==> src/rtl/seg7_scan_driver_if.sv <==
// Game-FSM side of the 7-segment scan driver: code/load inputs and board pin outputs.
interface seg7_scan_driver_if #(
    parameter int unsigned NUM_DIGITS = 4
);
    logic                      en;
    logic                      mode;
    logic                      load;
    logic [4*NUM_DIGITS-1:0]   codes;
    logic [NUM_DIGITS-1:0]     blink_mask;
    logic [6:0]                seg;
    logic [NUM_DIGITS-1:0]     dig;
    logic                      frame_tick;

    // Code source (game FSM or bench) drives the controls and reads the pins.
    modport master (
        output en, mode, load, codes, blink_mask,
        input  seg, dig, frame_tick
    );

    // The scan driver consumes the controls and drives the pins.
    modport slave (
        input  en, mode, load, codes, blink_mask,
        output seg, dig, frame_tick
    );
endinterface

==> src/rtl/seg7_scan_driver.sv <==
// Time-multiplexed 7-segment driver: per-digit decode, attack-mode blink,
// blank interval between digits and frame-synchronous code updates.
module seg7_scan_driver #(
    parameter int unsigned NUM_DIGITS   = 4,
    parameter int unsigned REFRESH_DIV  = 50000,
    parameter int unsigned BLANK_CYCLES = 16,
    parameter int unsigned BLINK_DIV    = 64,
    parameter int unsigned ACTIVE_LOW   = 1
) (
    input  logic                  clk,
    input  logic                  reset,
    seg7_scan_driver_if.slave     bus
);

    localparam int unsigned SCAN_CYCLES = REFRESH_DIV - BLANK_CYCLES;
    localparam int unsigned CNT_W       = (REFRESH_DIV > 1) ? $clog2(REFRESH_DIV) : 1;
    localparam int unsigned IDX_W       = (NUM_DIGITS > 1) ? $clog2(NUM_DIGITS) : 1;
    localparam int unsigned FRM_W       = (BLINK_DIV > 1) ? $clog2(BLINK_DIV) : 1;
    localparam int unsigned CODE_W      = 4 * NUM_DIGITS;
    localparam bit          INVERT      = (ACTIVE_LOW != 0);

    typedef enum logic [1:0] {
        IDLE  = 2'd0,
        SCAN  = 2'd1,
        BLANK = 2'd2
    } state_t;

    // Active-high segment pattern {g,f,e,d,c,b,a} for one 4-bit code.
    function automatic logic [6:0] decode(input logic [3:0] code);
        logic [6:0] s;
        case (code)
            4'd0:    s = 7'b0111111;
            4'd1:    s = 7'b0000110;
            4'd2:    s = 7'b1011011;
            4'd3:    s = 7'b1001111;
            4'd4:    s = 7'b1100110;
            4'd5:    s = 7'b1101101;
            4'd6:    s = 7'b1111101;
            4'd7:    s = 7'b0000111;
            4'd8:    s = 7'b1111111;
            4'd9:    s = 7'b1101111;
            4'd10:   s = 7'b1110111;
            4'd11:   s = 7'b1111100;
            4'd12:   s = 7'b0111001;
            4'd13:   s = 7'b1011110;
            4'd14:   s = 7'b1111001;
            default: s = 7'b0000000;
        endcase
        return s;
    endfunction

    state_t                state, state_nx;
    logic [CNT_W-1:0]      cnt, cnt_nx;
    logic [IDX_W-1:0]      idx, idx_nx;
    logic                  frame_start;

    logic [CODE_W-1:0]     shadow_codes, shadow_codes_nx;
    logic [NUM_DIGITS-1:0] shadow_blink, shadow_blink_nx;
    logic [CODE_W-1:0]     pend_codes;
    logic [NUM_DIGITS-1:0] pend_blink;
    logic                  pend_valid, pend_valid_nx;
    logic [FRM_W-1:0]      frame_cnt, frame_cnt_nx;
    logic                  phase_hidden, phase_hidden_nx;

    logic [6:0]            seg_nx, seg_q;
    logic [NUM_DIGITS-1:0] dig_nx, dig_q;
    logic                  tick_q;

    // State register: FSM position plus the registered pin outputs.
    always_ff @(posedge clk) begin
        if (reset) begin
            state  <= IDLE;
            cnt    <= '0;
            idx    <= '0;
            seg_q  <= INVERT ? 7'h7F : 7'h00;
            dig_q  <= INVERT ? {NUM_DIGITS{1'b1}} : {NUM_DIGITS{1'b0}};
            tick_q <= 1'b0;
        end else begin
            state  <= state_nx;
            cnt    <= cnt_nx;
            idx    <= idx_nx;
            seg_q  <= seg_nx;
            dig_q  <= dig_nx;
            tick_q <= frame_start;
        end
    end

    // Next-state: slot timing, digit rotation and frame-start detection.
    always_comb begin
        state_nx    = state;
        cnt_nx      = cnt;
        idx_nx      = idx;
        frame_start = 1'b0;
        if (!bus.en) begin
            state_nx = IDLE;
            cnt_nx   = '0;
            idx_nx   = '0;
        end else begin
            case (state)
                IDLE: begin
                    state_nx    = SCAN;
                    cnt_nx      = '0;
                    idx_nx      = '0;
                    frame_start = 1'b1;
                end
                SCAN: begin
                    cnt_nx = cnt + CNT_W'(1);
                    if (cnt == CNT_W'(SCAN_CYCLES - 1)) begin
                        state_nx = BLANK;
                    end
                end
                BLANK: begin
                    if (cnt == CNT_W'(REFRESH_DIV - 1)) begin
                        state_nx = SCAN;
                        cnt_nx   = '0;
                        if (idx == IDX_W'(NUM_DIGITS - 1)) begin
                            idx_nx      = '0;
                            frame_start = 1'b1;
                        end else begin
                            idx_nx = idx + IDX_W'(1);
                        end
                    end else begin
                        cnt_nx = cnt + CNT_W'(1);
                    end
                end
                default: begin
                    state_nx = IDLE;
                    cnt_nx   = '0;
                    idx_nx   = '0;
                end
            endcase
        end
    end

    // Frame-synchronous shadow update, blink phase counter and pending-load tracking.
    always_comb begin
        shadow_codes_nx = shadow_codes;
        shadow_blink_nx = shadow_blink;
        frame_cnt_nx    = frame_cnt;
        phase_hidden_nx = phase_hidden;
        pend_valid_nx   = pend_valid;
        if (frame_start) begin
            if (pend_valid) begin
                shadow_codes_nx = pend_codes;
                shadow_blink_nx = pend_blink;
            end
            pend_valid_nx = 1'b0;
            if (frame_cnt == FRM_W'(BLINK_DIV - 1)) begin
                frame_cnt_nx    = '0;
                phase_hidden_nx = ~phase_hidden;
            end else begin
                frame_cnt_nx = frame_cnt + FRM_W'(1);
            end
        end
        // A load on a frame-start cycle stays pending for the following frame.
        if (bus.load) begin
            pend_valid_nx = 1'b1;
        end
    end

    // Output decode from the upcoming state so pins reflect the decision at this edge.
    always_comb begin
        logic [3:0]            code;
        logic                  blink_bit;
        logic [6:0]            seg_on;
        logic [NUM_DIGITS-1:0] dig_on;
        code      = 4'hF;
        blink_bit = 1'b0;
        seg_on    = 7'b0000000;
        dig_on    = '0;
        for (int i = 0; i < int'(NUM_DIGITS); i++) begin
            if (idx_nx == IDX_W'(i)) begin
                code      = shadow_codes_nx[4*i +: 4];
                blink_bit = shadow_blink_nx[i];
            end
        end
        if (state_nx == SCAN) begin
            for (int i = 0; i < int'(NUM_DIGITS); i++) begin
                dig_on[i] = (idx_nx == IDX_W'(i));
            end
            if (!(bus.mode && blink_bit && phase_hidden_nx)) begin
                seg_on = decode(code);
            end
        end
        seg_nx = INVERT ? ~seg_on : seg_on;
        dig_nx = INVERT ? ~dig_on : dig_on;
    end

    // Shadow, pending and blink registers.
    always_ff @(posedge clk) begin
        if (reset) begin
            shadow_codes <= {NUM_DIGITS{4'hF}};
            shadow_blink <= '0;
            pend_codes   <= {NUM_DIGITS{4'hF}};
            pend_blink   <= '0;
            pend_valid   <= 1'b0;
            frame_cnt    <= '0;
            phase_hidden <= 1'b0;
        end else begin
            shadow_codes <= shadow_codes_nx;
            shadow_blink <= shadow_blink_nx;
            pend_valid   <= pend_valid_nx;
            frame_cnt    <= frame_cnt_nx;
            phase_hidden <= phase_hidden_nx;
            if (bus.load) begin
                pend_codes <= bus.codes;
                pend_blink <= bus.blink_mask;
            end
        end
    end

    assign bus.seg        = seg_q;
    assign bus.dig        = dig_q;
    assign bus.frame_tick = tick_q;

endmodule

==> src/flat_wrapper.sv <==
// flat-port wrapper written by rule: the top's interface ports become plain ports
module seg7_scan_driver_flat 
#(
    parameter int unsigned NUM_DIGITS   = 4,
    parameter int unsigned REFRESH_DIV  = 50000,
    parameter int unsigned BLANK_CYCLES = 16,
    parameter int unsigned BLINK_DIV    = 64,
    parameter int unsigned ACTIVE_LOW   = 1
)
  (clk, reset, bus_en, bus_mode, bus_load, bus_codes, bus_blink_mask, bus_seg, bus_dig, bus_frame_tick);
  seg7_scan_driver_if #(.NUM_DIGITS(NUM_DIGITS)) bus_i ();
  input  logic clk;
  input  logic reset;
  input wire logic [$bits(bus_i.en)-1:0] bus_en;
  input wire logic [$bits(bus_i.mode)-1:0] bus_mode;
  input wire logic [$bits(bus_i.load)-1:0] bus_load;
  input wire logic [$bits(bus_i.codes)-1:0] bus_codes;
  input wire logic [$bits(bus_i.blink_mask)-1:0] bus_blink_mask;
  output wire logic [$bits(bus_i.seg)-1:0] bus_seg;
  output wire logic [$bits(bus_i.dig)-1:0] bus_dig;
  output wire logic [$bits(bus_i.frame_tick)-1:0] bus_frame_tick;
  assign bus_i.en = bus_en;
  assign bus_i.mode = bus_mode;
  assign bus_i.load = bus_load;
  assign bus_i.codes = bus_codes;
  assign bus_i.blink_mask = bus_blink_mask;
  assign bus_seg = bus_i.seg;
  assign bus_dig = bus_i.dig;
  assign bus_frame_tick = bus_i.frame_tick;
  seg7_scan_driver #(.NUM_DIGITS(NUM_DIGITS), .REFRESH_DIV(REFRESH_DIV), .BLANK_CYCLES(BLANK_CYCLES), .BLINK_DIV(BLINK_DIV), .ACTIVE_LOW(ACTIVE_LOW)) u_core (.clk(clk), .reset(reset), .bus(bus_i));
endmodule
==> config.mk <==
export PLATFORM = sky130hd
export DESIGN_NAME = seg7_scan_driver_flat
export DESIGN_NICKNAME = d
export VERILOG_FILES = /design/src/rtl/seg7_scan_driver_if.sv /design/src/rtl/seg7_scan_driver.sv /design/src/flat_wrapper.sv
export SDC_FILE = /design/constraint.sdc
export NUM_CORES = 1
export LEC_CHECK = 0
export BUFFER_PORTS_ARGS = -buffer_cell sky130_fd_sc_hd__buf_4
export CAP_MARGIN = 20
export CORE_MARGIN = 2
export CORE_UTILIZATION = 45
export DETAILED_ROUTE_END_ITERATION = 16
export GPL_TIMING_DRIVEN = 0
export PLACE_DENSITY = 0.66
export SYNTH_ARGS = -nofsm -noshare
export SYNTH_HDL_FRONTEND = slang
export SYNTH_SLANG_ARGS = --single-unit
==> constraint.sdc <==
create_clock -name clk -period 3.6 [get_ports clk]
set_input_delay 0.18 -clock clk [delete_from_list [all_inputs] [get_ports clk]]
set_output_delay 0.18 -clock clk [all_outputs]
set_load 0.02 [all_outputs]
==> metrics.md, run 1 <==
| Metric | Value |
|---|---|
| CP Max Fanout | `9` |
| CTS tree | `done` |
| Post-synth ARST share | `0` |
| EDFF count, synth | `0` |
| Mapped Area | `3650 µm²` |
| CP peak stage delay | `540 ps` |
| Final hold vios | `0` |
| Worst Path Required | `3840 ps` |
| Clock root buffer | `clkbuf_8` |
| Iter 0 DRT Violations | `196` |
| Final nets | `481` |
| Initial Util | `0.468` |
| Area Overhead vs Synth | `22.6%` |
| Global-route wire length before repair | `13100 µm` |
| GP Congestion | `0.959` |
| Status | `finished clean` |
| Cell count after synthesis | `386` |
| Final wirelength | `7890 µm` |
| Hold WC Path Type | `in2reg` |
| Number of global-route vias before repair | `2784` |
| Critical-path cell list | `or4_4 > or3_4 > o31a_1 > buf_12 > mux2i_2 > a22o_1 > a221o_2 > ha_4 > mux2_4 > a221o_1` |
| Num CTS Buffers | `9` |
| Antenna Violating Nets Remaining | `0` |
| Finished Layout Cells | `549` |
| Clk slew on worst S/H paths | `80 ps` |
| Critical path's top delay family | `compound AO/OA/AOI/OAI gates` |
| Register bit total from synthesis | `80` |
| Min-Delay Startpoint | `bus_codes[4]` |
| # setup viols final | `0` |
| Placed cells | `522` |
| Largest net degree at the start of global routing | `13` |
| Reg-to-reg startpoint | `u_core.cnt[11]` |
| Initial antenna violation count | `0` |
| Core area | `7810 µm²` |
| Peak VDD IR | `189 µV` |
| Clk_skew | `8.74 ps` |
| Worst skew pair latency | `350 ps` |
| CTS H-Tree Depth | `3` |
| Post-synthesis sequential area ratio | `0.438` |
| Total of max-cap violations | `0` |
| WL/cell | `14.4 µm` |
| Buf+Inv Stages, Crit Path | `1` |
| Worst Setup End Kind | `register` |
| Minimum clock period | `3560 ps` |
| Slew Limit Fails | `0` |
| Max Fclk | `0.281 GHz` |
| Slew Limit Headroom | `0.471` |
| Fin crit share | `0.988` |
| Slew @ Worst Pin | `783 ps` |
| Synth unique cells | `55` |
| DR pass1 iterations | `4` |
| Fillcell total | `705` |
| Unrepaired setup endpoints after global routing | `yes` |
| Vias per cell | `5.31` |
| Yosys Warn Count | `0` |
| Total gr overflow | `0` |
| Pwr per Cell Area | `400 nW/µm²` |
| Input/output buffers | `34` |
| Num rows | `32` |
| Area of the multi-input gates | `2050 µm²` |
| Setup_tns | `0 ps` |
| Share of cells above drive strength 1 | `0.210` |
| Die Wd | `94.1 µm` |
| Post-Syn Area per Cell | `9.47 µm²` |
| Placed wire-length estimate | `5590 µm` |
| # IOs | `37` |
| Worst setup SP type | `register` |
| Die Area | `8860 µm²` |
| Seq. cell area | `1610 µm²` |
| Top FF cell, synth | `dfxtp_1` |
| Clk buf depth | `2` |
| Crit path kind | `reg2reg` |
| Leak pwr | `0.00179 µW` |
| Slowest cell on crit path | `or4_4` |
| Vias | `2915` |
| DRC Markers | `0` |
| CP arrival | `3790 ps` |
| Clock sink total | `80` |
| Mapped Nets | `425` |
| Die height | `94.1 µm` |
| GRT Resource Usage Total | `0.190` |
| ANT cells | `0` |
| Crit. Startpoint | `u_core.cnt[11]` |
==> Yosys cell counts (all sizes together) (5+ instances only) <==
library cell | n | area (µm²)
a211oi | 6 | 45.0
nor2 | 42 | 158
clkbuf | 12 | 45.0
nor3 | 10 | 55.1
xnor2 | 9 | 78.8
mux2i | 27 | 270
ha | 14 | 175
nand4 | 6 | 37.5
o21ai | 7 | 35.0
and3 | 6 | 37.5
nor2b | 19 | 119
nand2 | 19 | 71.3
a211o | 18 | 158
nand2b | 17 | 106
a21oi | 5 | 25.0
buf | 6 | 33.8
inv | 11 | 41.3
nand3 | 13 | 65.1
xor2 | 11 | 96.3
dfxtp | 80 | 1600
==> where the power goes <==
part | leakage (µW) | internal [µW] | switching (µW)
combinational | 0.00102 | 83.0 | 80.6
clock | 0.000113 | 396 | 305
sequential | 0.000655 | 911 | 14.9
total | 0.00179 | 1390 | 400
==> registers in the layout, summed over array words and instances, names as in the netlist <==
| signal | flops |
|---|---|
| u_core.bus.dig | 4 |
| u_core.bus.frame_tick | 1 |
| u_core.bus.seg | 7 |
| u_core.cnt | 16 |
| u_core.frame_cnt | 6 |
| u_core.idx | 2 |
| u_core.pend_blink | 4 |
| u_core.pend_codes | 16 |
| u_core.pend_valid | 1 |
| u_core.phase_hidden | 1 |
| u_core.shadow_blink | 4 |
| u_core.shadow_codes | 16 |
| u_core.state | 2 |
==> final cells by class <==
type,count,area share
clock buffers,14,0.0408
plain buffers,16,0.0173
well taps,102,0.0285
clock inverters,2,0.00782
multi-input cells,277,0.458
inverters,11,0.00978
flip-flops and latches,80,0.359
repair buffers,47,0.0788
==> metrics by stage <==
stage	setup slack [ps]	utilization	instance area (µm²)	total power [µW]	hold slack (ps)
CTS	55.6	0.556	4340	1800	21.0
detailed placement	-420	0.519	4050	1100	390
global placement	-360	0.519	4050	1090	386
global route	-42.3	0.574	4480	1870	24.6
floorplan	39.7	-	3670	1040	298
finish	41.7	0.574	4480	1790	32.4
==> placed cells by master (no fill, tap or decap), types with 2 or more instances in the layout <==
cell type,count
buf_1,2
mux2i_1,24
a211oi_1,4
clkbuf_8,13
a211oi_2,2
buf_4,47
nor4_1,2
nor2b_1,19
and3_1,6
xor2_1,11
nand2_1,19
clkbuf_1,13
o221ai_1,3
dfxtp_2,2
dfxtp_1,77
and2_1,4
ha_4,2
inv_1,9
o41a_1,2
a21o_1,3
a211o_1,18
nor3_1,8
a22oi_1,2
ha_1,12
nand4_1,6
o21ai_0,5
a21oi_1,4
nand3_1,13
mux2i_2,2
xnor2_1,9
a221o_1,2
a22o_1,2
nand2b_1,17
nor3_2,2
nor2_1,41
o211ai_1,3
==> kinds of logic after synthesis <==
logic type,count (synthesis),share of synthesized area
compound gates,67,0.146
flops,80,0.438
xor+xnor,20,0.0479
buf+inv,29,0.0329
simple gates,147,0.206
fa+ha+maj,14,0.0479
mux,29,0.0812
==> routing by layer <==
layer  up-vias  track usage  part of all wire
li1       1485            -                 -
met3         9       0.0465             0.053
met2        62        0.302              0.46
met5         -            0                 0
met1      1359        0.252              0.47
met4         0       0.0676             0.013
==> worst paths after layout <==
path / endpoint / slack, ps / depth (start not counted)
worst max-delay path: u_core.bus.seg[6] / 40 / 10
worst min-delay path: u_core.pend_codes[4] / 30 / 2
worst max register to register: u_core.bus.seg[6] / 40 / 10
worst min register to register: u_core.cnt[0] / 480 / 1
==> repair_timing <==
item,CTS,global route
hold buffers,0,0
endpoints found under the setup margin,7,7
setup buffers,6,7
gates resized for setup,11,21
hold endpoints to repair,0,0
pin swaps,2,8
Note: power is estimated with default switching activity, not from simulation.
==> inputs of run 2 (changes only) <==
GPL_TIMING_DRIVEN = unset   (was 0)
==> run 2 against run 1 <==
  * Global-route usage decreased by 0.51 points
  * Clock-buffer cell count unchanged
  * Final area decreased by 1.1%
  * Utilization decreased by 0.62 points
  * Maximum frequency increased by 3.6%
  * Clock power increased by 8.6%
  * Sequential power about the same
  * Highest routed layer unchanged
  * Register-to-register slack improved by 120 ps
==> metrics.md, run 2 (same netlist as run 1, synthesis figures left out) <==
| Metric | Value |
|---|---|
| Worst Path Required | `3870 ps` |
| Share of cells above drive strength 1 | `0.204` |
| CP Max Fanout | `6` |
| Total of max-cap violations | `0` |
| Buf+Inv Stages, Crit Path | `4` |
| Slew Limit Fails | `0` |
| Final hold vios | `0` |
| Placed wire-length estimate | `5360 µm` |
| Fin crit share | `0.954` |
| Max Fclk | `0.291 GHz` |
| Critical-path cell list | `or4_1 > or3_1 > buf_4 > o211ai_1 > buf_4 > a31o_2 > nor3_1 > a221o_2 > inv_2 > ha_2 > inv_1 > a211oi_2 > a211oi_1 > o21ai_0` |
| Slowest cell on crit path | `or4_1` |
| CTS tree | `done` |
| CP peak stage delay | `540 ps` |
| Met3 WL post-DR | `270 µm` |
| Iter 0 DRT Violations | `154` |
| Antenna Violating Nets Remaining | `0` |
| Num rows | `32` |
| Status | `finished clean` |
| Worst r2r dst | `u_core.bus.seg[0]` |
| ANT cells | `0` |
| Vias | `2880` |
| Power, Total | `1840 µW` |
| Clk buf depth | `2` |
| Uppermost layer routed | `met4` |
| Worst setup SP type | `register` |
| Initial antenna violation count | `0` |
| Fillcell total | `736` |
| Final nets | `475` |
| Clk_skew | `8.23 ps` |
| Crit. Startpoint | `u_core.cnt[10]` |
| Worst skew pair latency | `350 ps` |
| Unrepaired setup endpoints after global routing | `yes` |
| Number of global-route vias before repair | `2681` |
| Regs by FF count | `u_core.cnt x16, u_core.pend_codes x16, u_core.shadow_codes x16` |
| Most common cell after layout, fill and taps aside | `dfxtp_1` |
| Reg-to-reg slack, setup | `160 ps` |
| Area of the multi-input gates | `2000 µm²` |
| Hold Path Depth | `2` |
| CTS H-Tree Depth | `3` |
| Placed cell areas | `4110 µm²` |
| Wire length on met2 | `3390 µm` |
| Final worst slack | `164 ps` |
| Clock sink total | `80` |
| # setup viols final | `0` |
| Die Wd | `94.1 µm` |
| M1 wire length | `3860 µm` |
| Global-route wire length before repair | `13000 µm` |
| Vias per cell | `5.30` |
| Pwr per Cell Area | `416 nW/µm²` |
| Slew @ Worst Pin | `530 ps` |
| Worst Setup End Kind | `register` |
| Slew Limit Headroom | `0.647` |
| Num CTS Buffers | `9` |
| Worst reg2reg path depth | `14` |
| Minimum clock period | `3440 ps` |
| Initial Util | `0.468` |
| CTS Hold Bufs | `0` |
| Critical path's top delay family | `compound AO/OA/AOI/OAI gates` |
| Final wirelength | `7680 µm` |
| Area Overhead vs Synth | `21.2%` |
| Crit path kind | `reg2reg` |
| Seq. cell area | `1600 µm²` |
| Total gr overflow | `0` |
| Most frequent cells in the layout | `dfxtp_1, buf_4, nor2_1, mux2i_1` |
| # IOs | `37` |
| Peak VDD IR | `199 µV` |
| Pre-CTS WS | `-39.1 ps` |
| CP arrival | `3710 ps` |
| WHS Endpoint | `u_core.pend_codes[8]` |
| GRT Resource Usage Total | `0.185` |
| DRC Markers | `0` |
| Clk slew on worst S/H paths | `80 ps` |
| WL/cell | `14.1 µm` |
| Core area | `7810 µm²` |
| Final Cell Area | `4430 µm²` |
| Hold WC Path Type | `in2reg` |
| Reg-to-reg startpoint | `u_core.cnt[10]` |
| Most used cell, CP | `buf_4` |
| DR pass1 iterations | `4` |
| Die height | `94.1 µm` |
| GP Congestion | `0.989` |
| Min-Delay Startpoint | `bus_codes[8]` |
| Leak pwr | `0.00185 µW` |
| Input/output buffers | `36` |
| Die Area | `8860 µm²` |
| Largest net degree at the start of global routing | `55` |
| Final core utilization | `0.567` |
| Clock root buffer | `clkbuf_8` |
-- run 2: final cells by class --
cell class	instances	share of cell area
repair buffers	57	0.0966
multi-input cells	277	0.451
well taps	102	0.0288
clock inverters	2	0.0136
flip-flops and latches	80	0.362
inverters	11	0.00932
clock buffers	14	0.0390
-- run 2: report_power, final --
| group | internal (µW) | leakage, µW | total, µW | switching [µW] |
|---|---|---|---|---|
| logic | 79.8 | 0.00108 | 156 | 76.2 |
| registers | 912 | 0.000653 | 926 | 14.3 |
| clock network | 449 | 0.000117 | 760 | 312 |
| total | 1440 | 0.00185 | 1840 | 402 |
-- run 2: worst max-delay path by stage --
stage	to	slack [ps]	depth (start not counted)
2_1_floorplan	u_core.bus.seg[6]	40	12
3_3_place_gp	u_core.bus.seg[6]	110	9
3_5_place_dp	u_core.bus.seg[0]	-40	12
4_1_cts	u_core.bus.seg[0]	20	13
5_1_grt	u_core.bus.seg[0]	-20	14
6_report	u_core.bus.seg[0]	160	14
-- run 2: per-stage QoR --
stage	hold slack [ps]	cells	setup TNS [ps]
2_1_floorplan	298	386	0
3_3_place_gp	386	523	0
3_5_place_dp	391	523	-39.1
4_1_cts	25.3	539	0
5_1_grt	17.7	543	-22.6
6_report	31.6	543	0
-- run 2: per-layer routing --
layer,vias up,GRT usage
met5,-,0
met4,0,0.0628
met3,16,0.0417
met2,57,0.285
met1,1335,0.256
li1,1472,-
-- run 2: timing repair --
item | CTS | global route
pin swaps | 1 | 2
gates resized for setup | 3 | 10
setup endpoints to repair | 1 | 4
setup buffers | 0 | 4
==> inputs of run 3 (changes only) <==
CELL_PAD_IN_SITES_DETAIL_PLACEMENT = 1   (was unset)
CELL_PAD_IN_SITES_GLOBAL_PLACEMENT = 2   (was unset)
CORE_UTILIZATION = 33   (was 45)
PLACE_DENSITY = unset   (was 0.66)
PLACE_DENSITY_LB_ADDON = 0.1   (was unset)
==> run 3 against run 2 <==
  * Die area is 35% higher
  * Flip-flop and latch count stayed put
  * Register-to-register slack worse by 50 ps
  * Power fell by 3.4%
  * Cell count up 7.7%
  * Hold slack got worse by 9.7 ps
  * Critical path depth down 3
  * Setup slack worse by 45 ps
  * Clock power down 9.2%
  * Final area is 2.4% higher
  * First-iteration DRC count down 52%
  * Via count rose by 1.7%
  * Critical path type unchanged
  * Largest cell class unchanged
==> metrics.md, run 3 (same netlist as run 1, synthesis figures left out) <==
| Metric | Value |
|---|---|
| Status | `finished clean` |
| Clk slew on worst S/H paths | `80 ps` |
| Clock sink total | `80` |
| CTS tree | `done` |
| Regs by FF count | `u_core.cnt x16, u_core.pend_codes x16, u_core.shadow_codes x16` |
| Placed wire-length estimate | `6430 µm` |
| CP peak stage delay | `530 ps` |
| Worst r2r dst | `u_core.bus.seg[6]` |
| Worst Setup End Kind | `register` |
| Peak VDD IR | `207 µV` |
| Min-Delay Startpoint | `bus_codes[1]` |
| Share of cells above drive strength 1 | `0.204` |
| Leak pwr | `0.00184 µW` |
| Die Wd | `109 µm` |
| DR pass1 iterations | `4` |
| Num CTS Buffers | `9` |
| Worst setup SP type | `register` |
| WHS Endpoint | `u_core.pend_codes[1]` |
| Most used cell, CP | `a221o_1` |
| Largest net degree at the start of global routing | `55` |
| Input/output buffers | `36` |
| DRC Markers | `0` |
| Critical-path cell list | `or4_4 > or3_4 > buf_6 > o211ai_1 > buf_4 > a31o_4 > nor3_1 > a221o_1 > ha_1 > mux2_4 > a221o_1` |
| Antenna Violating Nets Remaining | `0` |
| Pre-CTS WS | `134 ps` |
| Num rows | `38` |
| Fin crit share | `0.967` |
| CP Max Fanout | `6` |
| WL/cell | `15.7 µm` |
| Min Hold Slack | `21.9 ps` |
| GRT Resource Usage Total | `0.167` |
| Reg-to-reg slack, setup | `120 ps` |
| # IOs | `37` |
| Final wirelength | `9170 µm` |
| Final nets | `479` |
| Minimum clock period | `3480 ps` |
| Iter 0 DRT Violations | `74` |
| Vias | `2929` |
| Hold Path Depth | `2` |
| Worst skew pair latency | `370 ps` |
| Die Area | `11900 µm²` |
| Total of max-cap violations | `0` |
| Fillcell total | `1233` |
| Most common cell after layout, fill and taps aside | `dfxtp_1` |
| Slowest cell on crit path | `or4_4` |
| Initial antenna violation count | `0` |
| ANT cells | `0` |
| Slew Limit Fails | `0` |
| Max Fclk | `0.287 GHz` |
| Worst Path Required | `3860 ps` |
| Final hold vios | `0` |
| Global-route wire length before repair | `15200 µm` |
| CTS H-Tree Depth | `3` |
| Clk buf depth | `2` |
| Crit path kind | `reg2reg` |
| Initial Util | `0.337` |
| # setup viols final | `0` |
| Slew Limit Headroom | `0.580` |
| Vias per cell | `5.01` |
| Area Overhead vs Synth | `24.1%` |
| Final core utilization | `0.418` |
| GP Congestion | `0.804` |
| Die height | `109 µm` |
| Clk_skew | `5.34 ps` |
| Most frequent cells in the layout | `dfxtp_1, buf_4, nor2_1, mux2i_1` |
| Reg-to-reg startpoint | `u_core.cnt[10]` |
| Total gr overflow | `0` |
| Finished Layout Cells | `585` |
| Core area | `10800 µm²` |
| Hold WC Path Type | `in2reg` |
| Placed cells | `561` |
| Final worst slack | `119 ps` |
| CP arrival | `3740 ps` |
| Pwr per Cell Area | `392 nW/µm²` |
| Clock root buffer | `clkbuf_8` |
| Power, Total | `1780 µW` |
| Number of global-route vias before repair | `2965` |
| Slew @ Worst Pin | `625 ps` |
| Worst reg2reg path depth | `11` |
[run 3: worst max path at each step]
stage	start	to	cells after the start	slack (ps)
floorplan	u_core.cnt[10]	u_core.bus.seg[6]	12	40
global placement	u_core.cnt[10]	u_core.bus.seg[6]	10	200
detailed placement	u_core.cnt[10]	u_core.bus.seg[6]	11	130
CTS	u_core.cnt[10]	u_core.bus.seg[0]	14	80
global route	u_core.cnt[10]	u_core.bus.seg[6]	11	-20
finish	u_core.cnt[10]	u_core.bus.seg[6]	11	120
[run 3: worst max-delay path, delay by kind of cell, from the launching register on]
family / cells / cell delay [ps]
compound gates: 4 / 1150
simple gates: 3 / 940
flops: 1 / 360
fa+ha+maj: 1 / 340
buf+inv: 2 / 320
mux: 1 / 270
[run 3: layout make-up]
type                            count  area [µm²]  area share
Sequential cell                    80        1610       0.354
Timing Repair Buffer               61         492       0.108
Tap cell                          140         175      0.0386
Clock inverter                      5        55.1      0.0121
Multi-Input combinational cell    277        2020       0.444
Inverter                           11        41.3     0.00910
Clock buffer                       11         151      0.0334
[run 3: stage by stage]
stage               TNS [ps]  area, µm²
floorplan                  0       3670
global placement           0       4170
detailed placement         0       4170
CTS                        0       4440
global route           -36.8       4540
finish                     0       4540
[run 3: layer usage]
metal / up-vias / wire length, µm / GRT usage
li1: 1476 / - / -
met1: 1396 / 4670 / 0.225
met2: 43 / 4030 / 0.252
met3: 14 / 306 / 0.0436
met4: 0 / 165 / 0.0705
met5: - / 0 / 0
[run 3: repair_timing]
action	CTS	global route
setup endpoints to repair	0	4
setup buffers	0	1
endpoints found under the hold margin	7	0
resized for setup	0	19
hold buffers	7	0
[run 3: where the power goes]
group / switching, µW / internal, µW
Combinational: 81.3 / 82.2
Clock: 335 / 355
Sequential: 15.0 / 911
